<file path="config.mk">
export PLATFORM = sky130hd
export DESIGN_NAME = vga_mem_arbiter_flat
export DESIGN_NICKNAME = d
export VERILOG_FILES = /design/src/rtl/vga_mem_arbiter_if.sv /design/src/rtl/vga_mem_arbiter.sv /design/src/flat_wrapper.sv
export SDC_FILE = /design/constraint.sdc
export NUM_CORES = 1
export LEC_CHECK = 0
export CAP_MARGIN = 20
export CORE_ASPECT_RATIO = 0.9
export CORE_UTILIZATION = 30
export DETAILED_ROUTE_END_ITERATION = 8
export HOLD_SLACK_MARGIN = 0.02
export PLACE_DENSITY = 0.62
export REMOVE_ABC_BUFFERS = 1
export SETUP_SLACK_MARGIN = 0.2
export SLEW_MARGIN = 20
export SYNTH_ARGS = -nofsm -noshare
export SYNTH_HDL_FRONTEND = slang
export SYNTH_SLANG_ARGS = --single-unit
export TNS_END_PERCENT = 20
</file>
<file path="constraint.sdc">
create_clock -name clk -period 6.5 [get_ports clk]
set_input_delay 1.3 -clock clk [delete_from_list [all_inputs] [get_ports clk]]
set_output_delay 1.3 -clock clk [all_outputs]
set_load 0.1 [all_outputs]
</file>
<file path="src/rtl/vga_mem_arbiter_if.sv">
// Client/RAM bundle for the frame-memory arbiter.
// The slave view is the arbiter; the master view is the clients plus the RAM.
interface vga_mem_arbiter_if #(
    parameter int ADDR_W = 16,
    parameter int DATA_W = 32
);
    logic              cam_req;
    logic [ADDR_W-1:0] cam_addr;
    logic [DATA_W-1:0] cam_wdata;
    logic              cam_ack;
    logic              hps_req;
    logic [ADDR_W-1:0] hps_addr;
    logic              hps_ack;
    logic              hps_rvalid;
    logic              buf_req;
    logic [ADDR_W-1:0] buf_addr;
    logic              buf_ack;
    logic              buf_rvalid;
    logic              conv_req;
    logic [ADDR_W-1:0] conv_addr;
    logic [DATA_W-1:0] conv_wdata;
    logic              conv_ack;
    logic [ADDR_W-1:0] mem_addr;
    logic [DATA_W-1:0] mem_wdata;
    logic              mem_we;
    logic [DATA_W-1:0] mem_rdata;
    logic [DATA_W-1:0] rdata;
    logic              busy;
    logic              starve_err;

    modport slave (
        input  cam_req, cam_addr, cam_wdata, hps_req, hps_addr, buf_req, buf_addr,
               conv_req, conv_addr, conv_wdata, mem_rdata,
        output cam_ack, hps_ack, hps_rvalid, buf_ack, buf_rvalid, conv_ack,
               mem_addr, mem_wdata, mem_we, rdata, busy, starve_err
    );

    modport master (
        output cam_req, cam_addr, cam_wdata, hps_req, hps_addr, buf_req, buf_addr,
               conv_req, conv_addr, conv_wdata, mem_rdata,
        input  cam_ack, hps_ack, hps_rvalid, buf_ack, buf_rvalid, conv_ack,
               mem_addr, mem_wdata, mem_we, rdata, busy, starve_err
    );
endinterface

</file>
<file path="src/rtl/vga_mem_arbiter.sv">
// Frame-memory arbiter: CAM strict priority, round-robin HPS/BUF/CONV,
// tagged read return and sticky starvation flag.
module vga_mem_arbiter #(
    parameter int ADDR_W       = 16,
    parameter int DATA_W       = 32,
    parameter int RD_LAT       = 1,
    parameter int STARVE_LIMIT = 1023
) (
    input  logic             clk,
    input  logic             rst_n,
    vga_mem_arbiter_if.slave bus
);
    // state    | meaning
    // PTR_HPS  | HPS has first claim on the next non-CAM slot
    // PTR_BUF  | BUF has first claim on the next non-CAM slot
    // PTR_CONV | CONV has first claim on the next non-CAM slot
    typedef enum logic [1:0] {PTR_HPS = 2'd0, PTR_BUF = 2'd1, PTR_CONV = 2'd2} ptr_t;
    typedef enum logic [1:0] {TAG_NONE = 2'd0, TAG_HPS = 2'd1, TAG_BUF = 2'd2} tag_t;

    localparam int CNT_W = $clog2(STARVE_LIMIT + 1);
    localparam logic [CNT_W-1:0] WAIT_MAX = CNT_W'(STARVE_LIMIT);

    ptr_t              ptr_q, ptr_d;
    logic              gnt_cam, gnt_hps, gnt_buf, gnt_conv;
    logic [ADDR_W-1:0] addr_q, addr_c;
    logic [DATA_W-1:0] wdata_q, wdata_c, rdata_q;
    logic              we_c;
    tag_t              issue_tag;
    tag_t              tag_pipe [RD_LAT];
    tag_t              tag_tail;
    logic              pipe_busy;
    logic              hps_rvalid_q, buf_rvalid_q, starve_q;
    logic [CNT_W-1:0]  hps_wait_q, buf_wait_q, conv_wait_q;
    logic [CNT_W-1:0]  hps_wait_d, buf_wait_d, conv_wait_d;

    always_ff @(posedge clk or negedge rst_n) begin
        if (!rst_n) ptr_q <= PTR_HPS;
        else        ptr_q <= ptr_d;
    end

    always_comb begin
        gnt_cam  = 1'b0;
        gnt_hps  = 1'b0;
        gnt_buf  = 1'b0;
        gnt_conv = 1'b0;
        ptr_d    = ptr_q;
        if (bus.cam_req) begin
            gnt_cam = 1'b1;
        end else begin
            case (ptr_q)
                PTR_HPS: begin
                    if      (bus.hps_req)  gnt_hps  = 1'b1;
                    else if (bus.buf_req)  gnt_buf  = 1'b1;
                    else if (bus.conv_req) gnt_conv = 1'b1;
                end
                PTR_BUF: begin
                    if      (bus.buf_req)  gnt_buf  = 1'b1;
                    else if (bus.conv_req) gnt_conv = 1'b1;
                    else if (bus.hps_req)  gnt_hps  = 1'b1;
                end
                default: begin
                    if      (bus.conv_req) gnt_conv = 1'b1;
                    else if (bus.hps_req)  gnt_hps  = 1'b1;
                    else if (bus.buf_req)  gnt_buf  = 1'b1;
                end
            endcase
            if      (gnt_hps)  ptr_d = PTR_BUF;
            else if (gnt_buf)  ptr_d = PTR_CONV;
            else if (gnt_conv) ptr_d = PTR_HPS;
        end
    end

    // Idle cycles replay the last issued address/data so the RAM pins stay quiet.
    always_comb begin
        addr_c    = addr_q;
        wdata_c   = wdata_q;
        we_c      = 1'b0;
        issue_tag = TAG_NONE;
        if (gnt_cam) begin
            addr_c  = bus.cam_addr;
            wdata_c = bus.cam_wdata;
            we_c    = 1'b1;
        end else if (gnt_hps) begin
            addr_c    = bus.hps_addr;
            issue_tag = TAG_HPS;
        end else if (gnt_buf) begin
            addr_c    = bus.buf_addr;
            issue_tag = TAG_BUF;
        end else if (gnt_conv) begin
            addr_c  = bus.conv_addr;
            wdata_c = bus.conv_wdata;
            we_c    = 1'b1;
        end
    end

    assign tag_tail = tag_pipe[RD_LAT-1];

    always_ff @(posedge clk or negedge rst_n) begin
        if (!rst_n) begin
            addr_q       <= '0;
            wdata_q      <= '0;
            rdata_q      <= '0;
            hps_rvalid_q <= 1'b0;
            buf_rvalid_q <= 1'b0;
            for (int i = 0; i < RD_LAT; i++) tag_pipe[i] <= TAG_NONE;
        end else begin
            addr_q      <= addr_c;
            wdata_q     <= wdata_c;
            tag_pipe[0] <= issue_tag;
            for (int i = 1; i < RD_LAT; i++) tag_pipe[i] <= tag_pipe[i-1];
            hps_rvalid_q <= (tag_tail == TAG_HPS);
            buf_rvalid_q <= (tag_tail == TAG_BUF);
            if (tag_tail != TAG_NONE) rdata_q <= bus.mem_rdata;
        end
    end

    always_comb begin
        pipe_busy = 1'b0;
        for (int i = 0; i < RD_LAT; i++)
            if (tag_pipe[i] != TAG_NONE) pipe_busy = 1'b1;
    end

    function automatic logic [CNT_W-1:0] wait_next(input logic req, input logic ack,
                                                   input logic [CNT_W-1:0] cnt);
        if (!req || ack)     return '0;
        if (cnt == WAIT_MAX) return cnt;
        return cnt + 1'b1;
    endfunction

    assign hps_wait_d  = wait_next(bus.hps_req,  gnt_hps,  hps_wait_q);
    assign buf_wait_d  = wait_next(bus.buf_req,  gnt_buf,  buf_wait_q);
    assign conv_wait_d = wait_next(bus.conv_req, gnt_conv, conv_wait_q);

    always_ff @(posedge clk or negedge rst_n) begin
        if (!rst_n) begin
            hps_wait_q  <= '0;
            buf_wait_q  <= '0;
            conv_wait_q <= '0;
            starve_q    <= 1'b0;
        end else begin
            hps_wait_q  <= hps_wait_d;
            buf_wait_q  <= buf_wait_d;
            conv_wait_q <= conv_wait_d;
            if (hps_wait_d == WAIT_MAX || buf_wait_d == WAIT_MAX || conv_wait_d == WAIT_MAX)
                starve_q <= 1'b1;
        end
    end

    assign bus.cam_ack    = gnt_cam;
    assign bus.hps_ack    = gnt_hps;
    assign bus.buf_ack    = gnt_buf;
    assign bus.conv_ack   = gnt_conv;
    assign bus.mem_addr   = addr_c;
    assign bus.mem_wdata  = wdata_c;
    assign bus.mem_we     = we_c;
    assign bus.rdata      = rdata_q;
    assign bus.hps_rvalid = hps_rvalid_q;
    assign bus.buf_rvalid = buf_rvalid_q;
    assign bus.starve_err = starve_q;
    assign bus.busy       = bus.cam_req | bus.hps_req | bus.buf_req | bus.conv_req | pipe_busy;
endmodule
</file>
<file path="src/flat_wrapper.sv">
// flat-port wrapper written by rule: the top's interface ports become plain ports
module vga_mem_arbiter_flat 
#(
    parameter int ADDR_W       = 16,
    parameter int DATA_W       = 32,
    parameter int RD_LAT       = 1,
    parameter int STARVE_LIMIT = 1023
)
  (clk, rst_n, bus_cam_req, bus_cam_addr, bus_cam_wdata, bus_hps_req, bus_hps_addr, bus_buf_req, bus_buf_addr, bus_conv_req, bus_conv_addr, bus_conv_wdata, bus_mem_rdata, bus_cam_ack, bus_hps_ack, bus_hps_rvalid, bus_buf_ack, bus_buf_rvalid, bus_conv_ack, bus_mem_addr, bus_mem_wdata, bus_mem_we, bus_rdata, bus_busy, bus_starve_err);
  vga_mem_arbiter_if #(.ADDR_W(ADDR_W), .DATA_W(DATA_W)) bus_i ();
  input  logic clk;
  input  logic rst_n;
  input wire logic [$bits(bus_i.cam_req)-1:0] bus_cam_req;
  input wire logic [$bits(bus_i.cam_addr)-1:0] bus_cam_addr;
  input wire logic [$bits(bus_i.cam_wdata)-1:0] bus_cam_wdata;
  input wire logic [$bits(bus_i.hps_req)-1:0] bus_hps_req;
  input wire logic [$bits(bus_i.hps_addr)-1:0] bus_hps_addr;
  input wire logic [$bits(bus_i.buf_req)-1:0] bus_buf_req;
  input wire logic [$bits(bus_i.buf_addr)-1:0] bus_buf_addr;
  input wire logic [$bits(bus_i.conv_req)-1:0] bus_conv_req;
  input wire logic [$bits(bus_i.conv_addr)-1:0] bus_conv_addr;
  input wire logic [$bits(bus_i.conv_wdata)-1:0] bus_conv_wdata;
  input wire logic [$bits(bus_i.mem_rdata)-1:0] bus_mem_rdata;
  output wire logic [$bits(bus_i.cam_ack)-1:0] bus_cam_ack;
  output wire logic [$bits(bus_i.hps_ack)-1:0] bus_hps_ack;
  output wire logic [$bits(bus_i.hps_rvalid)-1:0] bus_hps_rvalid;
  output wire logic [$bits(bus_i.buf_ack)-1:0] bus_buf_ack;
  output wire logic [$bits(bus_i.buf_rvalid)-1:0] bus_buf_rvalid;
  output wire logic [$bits(bus_i.conv_ack)-1:0] bus_conv_ack;
  output wire logic [$bits(bus_i.mem_addr)-1:0] bus_mem_addr;
  output wire logic [$bits(bus_i.mem_wdata)-1:0] bus_mem_wdata;
  output wire logic [$bits(bus_i.mem_we)-1:0] bus_mem_we;
  output wire logic [$bits(bus_i.rdata)-1:0] bus_rdata;
  output wire logic [$bits(bus_i.busy)-1:0] bus_busy;
  output wire logic [$bits(bus_i.starve_err)-1:0] bus_starve_err;
  assign bus_i.cam_req = bus_cam_req;
  assign bus_i.cam_addr = bus_cam_addr;
  assign bus_i.cam_wdata = bus_cam_wdata;
  assign bus_i.hps_req = bus_hps_req;
  assign bus_i.hps_addr = bus_hps_addr;
  assign bus_i.buf_req = bus_buf_req;
  assign bus_i.buf_addr = bus_buf_addr;
  assign bus_i.conv_req = bus_conv_req;
  assign bus_i.conv_addr = bus_conv_addr;
  assign bus_i.conv_wdata = bus_conv_wdata;
  assign bus_i.mem_rdata = bus_mem_rdata;
  assign bus_cam_ack = bus_i.cam_ack;
  assign bus_hps_ack = bus_i.hps_ack;
  assign bus_hps_rvalid = bus_i.hps_rvalid;
  assign bus_buf_ack = bus_i.buf_ack;
  assign bus_buf_rvalid = bus_i.buf_rvalid;
  assign bus_conv_ack = bus_i.conv_ack;
  assign bus_mem_addr = bus_i.mem_addr;
  assign bus_mem_wdata = bus_i.mem_wdata;
  assign bus_mem_we = bus_i.mem_we;
  assign bus_rdata = bus_i.rdata;
  assign bus_busy = bus_i.busy;
  assign bus_starve_err = bus_i.starve_err;
  vga_mem_arbiter #(.ADDR_W(ADDR_W), .DATA_W(DATA_W), .RD_LAT(RD_LAT), .STARVE_LIMIT(STARVE_LIMIT)) u_core (.clk(clk), .rst_n(rst_n), .bus(bus_i));
endmodule
</file>
==> flow_summary_export.csv <==
group,metric,value,unit
outcome,status,"finished, final reports clean",
cts,cts_setup_buffers,0,
place,place_congestion,0.783,
place,portBuffers,254,
synth,yosysUniqueCellTypes,56,
cts,cts_tree,"built",
power_and_ir_drop,finalPower,3.14,mW
worst_hold_path,hp-class,"reg2reg",
timing,timing.fmax,0.193,GHz
critical_path,ff2ff_path_depth,7,
synth,async_reset_ff_frac,1.00,
detailed_routing,dr.pass1.iters,4,
critical_path,required,5.20,ns
place,pre_cts_slack,1.35,ns
synth,synth_area_leaders,"dfrtp_1 (50%), mux2i_1 (9.2%), mux2_2 (8.0%)",
detailed_routing,antenna_left,0,
cts,htree_levels,4,
global_route,antenna_found_initial,0,
synth,synth.most_common_cell,"dfrtp_1",
finish,area_delta_synth_final,54.0,%
cts,clkTransAtPathRegs,0.06,ns
cts,cts-buffers-inserted,17,
flow_run,drv_cap,0,
critical_path,cp_cell_sequence,"clkdlybuf4s50_1 -> nor2b_1 -> o22a_1 -> nor2b_1 -> buf_4 -> or2_0 -> o21ai_0 -> mux2_2 -> buf_4",
synth,synth_top_area_cell,"dfrtp_1",
timing,final_hold_viol_count,0,
timing,skew,0.00707,ns
detailed_routing,drt-wirelength-per-cell,16.0,um
synth,netlist_area,5900,um2
cts,cts_sinks,117,
synth,seq_area_frac_synth,0.496,
timing,fin_crit,5.17,ns
critical_path,critPathKind,"in2out",
synth,synth_edf_count,0,
timing,slew_violations,0,
timing,setup_tns,0,ns
cts,hold_buffers,0,
detailed_routing,vias_per_cell,4.89,
critical_path,cpPeakStageDelay,0.49,ns
cts,root_buffer,"clkbuf_16",
power_and_ir_drop,power.density,346,nW/um2
floorplanning,io_pins,255,
critical_path,crit_buf_inv,3,
critical_path,reg2reg_from,"u_core.ptr_q[1]",
global_route,grt-ovfl-total,0,
global_route,grt_pass1_wl,26700,um
finish,nFillCells,1836,
synth,syn-instance-count,559,
detailed_routing,drc_errors,0,
cts,cts.repair.resized,0,
synth,synth-seq-cells,117,
worst_hold_path,min_path_cells,1,
global_route,grt_pass1_vias,5207,
timing,rsz0062_at_grt,"false",
power_and_ir_drop,ir_worst_vdd,0.219,mV
place,post-dp-hpwl,12200,um
finish,layout-drive-gt1-share,0.178,
global_route,grt_start_max_net_pins,69,
power_and_ir_drop,p_leak,3.77,nW
synth,yosys_warnings,0,
timing,worst_pin_slew,1.04,ns
floorplanning,initial_utilization,0.307,
synth,ys_top_cells_by_count,"dfrtp_1 (117), mux2i_1 (54), nand2_1 (48), nor2_1 (48), o21ai_0 (48)",
critical_path,r2r_setup_slack,4.13,ns
floorplanning,die_h,135,um
detailed_routing,dr_total_vias,5227,
worst_hold_path,hold_start,"u_core.tag_pipe[1]",
floorplanning,rows,48,
critical_path,crit_path_max_fanout,17,
critical_path,cp_slowest_cell,"clkdlybuf4s50_1",
critical_path,r2r-end,"u_core.addr_q[10]",
finish,antenna_cells,0,
detailed_routing,drtIter0Drc,219,
critical_path,arrival,3.87,ns
synth,syn_area_per_cell,10.6,um2
synth,synth_top_area_frac,0.496,
critical_path,cp_top_family,"buffers and inverters",
timing,setup_viol,0,
timing,relSlewSlack,0.307,
cts,insertion_delay,0.41,ns
cts,clk_path_buf_depth,2,
floorplanning,coreArea,19200,um2
global_route,groute.usage.overall,0.172,
critical_path,cp-start-kind,"input pin",
finish,fin_nets,975,
critical_path,crit_path_end_kind,"primary output",
timing,layout_setup_ws,1.33,ns
detailed_routing,drt_wl_total,17100,um
floorplanning,die_width,150,um
synth,synth_flop_cell,"dfrtp_1",
timing,min_period_over_period,0.795,
floorplanning,dieArea,20200,um2
worst_hold_path,holdPathEnd,"u_core.bus.hps_rvalid",
-- cell type report --
| cell class | instances | area, um2 | area share |
|---|---|---|---|
| clock inverters | 11 | 126 | 0.0139 |
| clock buffers | 21 | 460 | 0.0507 |
| flip-flops and latches | 117 | 2930 | 0.322 |
| inverters | 5 | 18.8 | 0.00207 |
| multi-input cells | 404 | 2770 | 0.305 |
| well taps | 250 | 313 | 0.0344 |
| repair buffers | 261 | 2470 | 0.272 |
-- report_power, final --
part	switching [mW]	internal (mW)
combinational	0.961	0.365
clock	0.345	0.585
sequential	0.0502	0.834
total	1.36	1.78
-- worst register-to-register path, cell delays in order, from the launching register on --
cell and delay (ns):
dfrtp_1 0.50, nor2b_1 0.09, o22a_1 0.24, nor2b_1 0.20, buf_4 0.26, or2_0 0.47, o21ai_0 0.18, mux2_2 0.32
-- state kept, by name, indices dropped and copies added (netlist names) --
| register | flops |
|---|---|
| u_core.bus.hps_rvalid | 1 |
| u_core.buf_wait_q | 10 |
| u_core.bus.buf_rvalid | 1 |
| u_core.bus.rdata | 32 |
| u_core.bus.starve_err | 1 |
| u_core.addr_q | 16 |
| u_core.ptr_q | 2 |
| u_core.conv_wait_q | 10 |
| u_core.wdata_q | 32 |
| u_core.hps_wait_q | 10 |
| u_core.tag_pipe | 2 |
-- how the worst max path moves through the flow --
stage	start	slack (ns)	depth (start not counted)	endpoint
6_report	bus_buf_req	1.33	9	bus_mem_addr[10]
3_5_place_dp	bus_buf_req	1.35	9	bus_mem_addr[10]
3_3_place_gp	bus_buf_req	1.37	9	bus_mem_addr[10]
2_1_floorplan	bus_hps_req	-1.18	5	bus_mem_wdata[0]
4_1_cts	bus_buf_req	1.34	9	bus_mem_addr[10]
5_1_grt	bus_buf_req	1.22	9	bus_mem_addr[10]
-- stage by stage --
step | std cells | utilization | hold WS (ns) | instance area (um2)
after floorplan | 526 | - | 0.417 | 5710
after global placement | 1037 | 0.442 | 0.486 | 8500
after detailed placement | 1037 | 0.442 | 0.493 | 8500
after CTS | 1069 | 0.473 | 0.501 | 9090
after global routing | 1069 | 0.473 | 0.524 | 9090
final | 1069 | 0.473 | 0.499 | 9090
-- placed cells by master (no fill, tap or decap), types with 3 or more instances in the layout --
cell | synthesis | routed
clkdlybuf4s50_1 | 0 | 201
dfrtp_1 | 117 | 117
buf_4 | 3 | 58
mux2i_1 | 54 | 54
nand2_1 | 48 | 48
nor2_1 | 48 | 47
o21ai_0 | 48 | 47
mux2_2 | 42 | 42
a21oi_1 | 26 | 26
nor3_1 | 20 | 20
clkbuf_16 | 0 | 17
nor2b_1 | 12 | 12
a22oi_1 | 12 | 12
nand3_1 | 10 | 10
nor4_1 | 7 | 7
a211o_1 | 7 | 7
o21ai_1 | 5 | 6
nand4_1 | 6 | 6
and3_1 | 6 | 6
a31oi_1 | 6 | 6
xor2_1 | 4 | 4
inv_1 | 4 | 4
clkinvlp_4 | 0 | 4
a211oi_1 | 3 | 3
xnor2_1 | 3 | 3
a21oi_2 | 3 | 3
and4_1 | 3 | 3
ha_1 | 3 | 3
-- routing by layer --
layer | vias to the layer above | global-route usage | share of wire | routed length [um]
met5 | - | 0 | 0 | 0
met4 | 0 | 0.0623 | 0.016 | 269
met3 | 20 | 0.0534 | 0.075 | 1280
met2 | 183 | 0.293 | 0.49 | 8360
met1 | 2496 | 0.202 | 0.42 | 7180
li1 | 2528 | - | - | -
-- cell families (layout without fill, tap and decap cells) --
group           count (synthesis)  after routing  share of synthesized area
buf+inv                        38            298                     0.0360
flops                         117            117                      0.496
compound gates                120            120                      0.122
xor+xnor                        7              7                     0.0104
fa+ha+maj                       3              3                    0.00636
mux                            96             96                      0.172
simple gates                  178            178                      0.157
(Power assumes the default switching activity.)
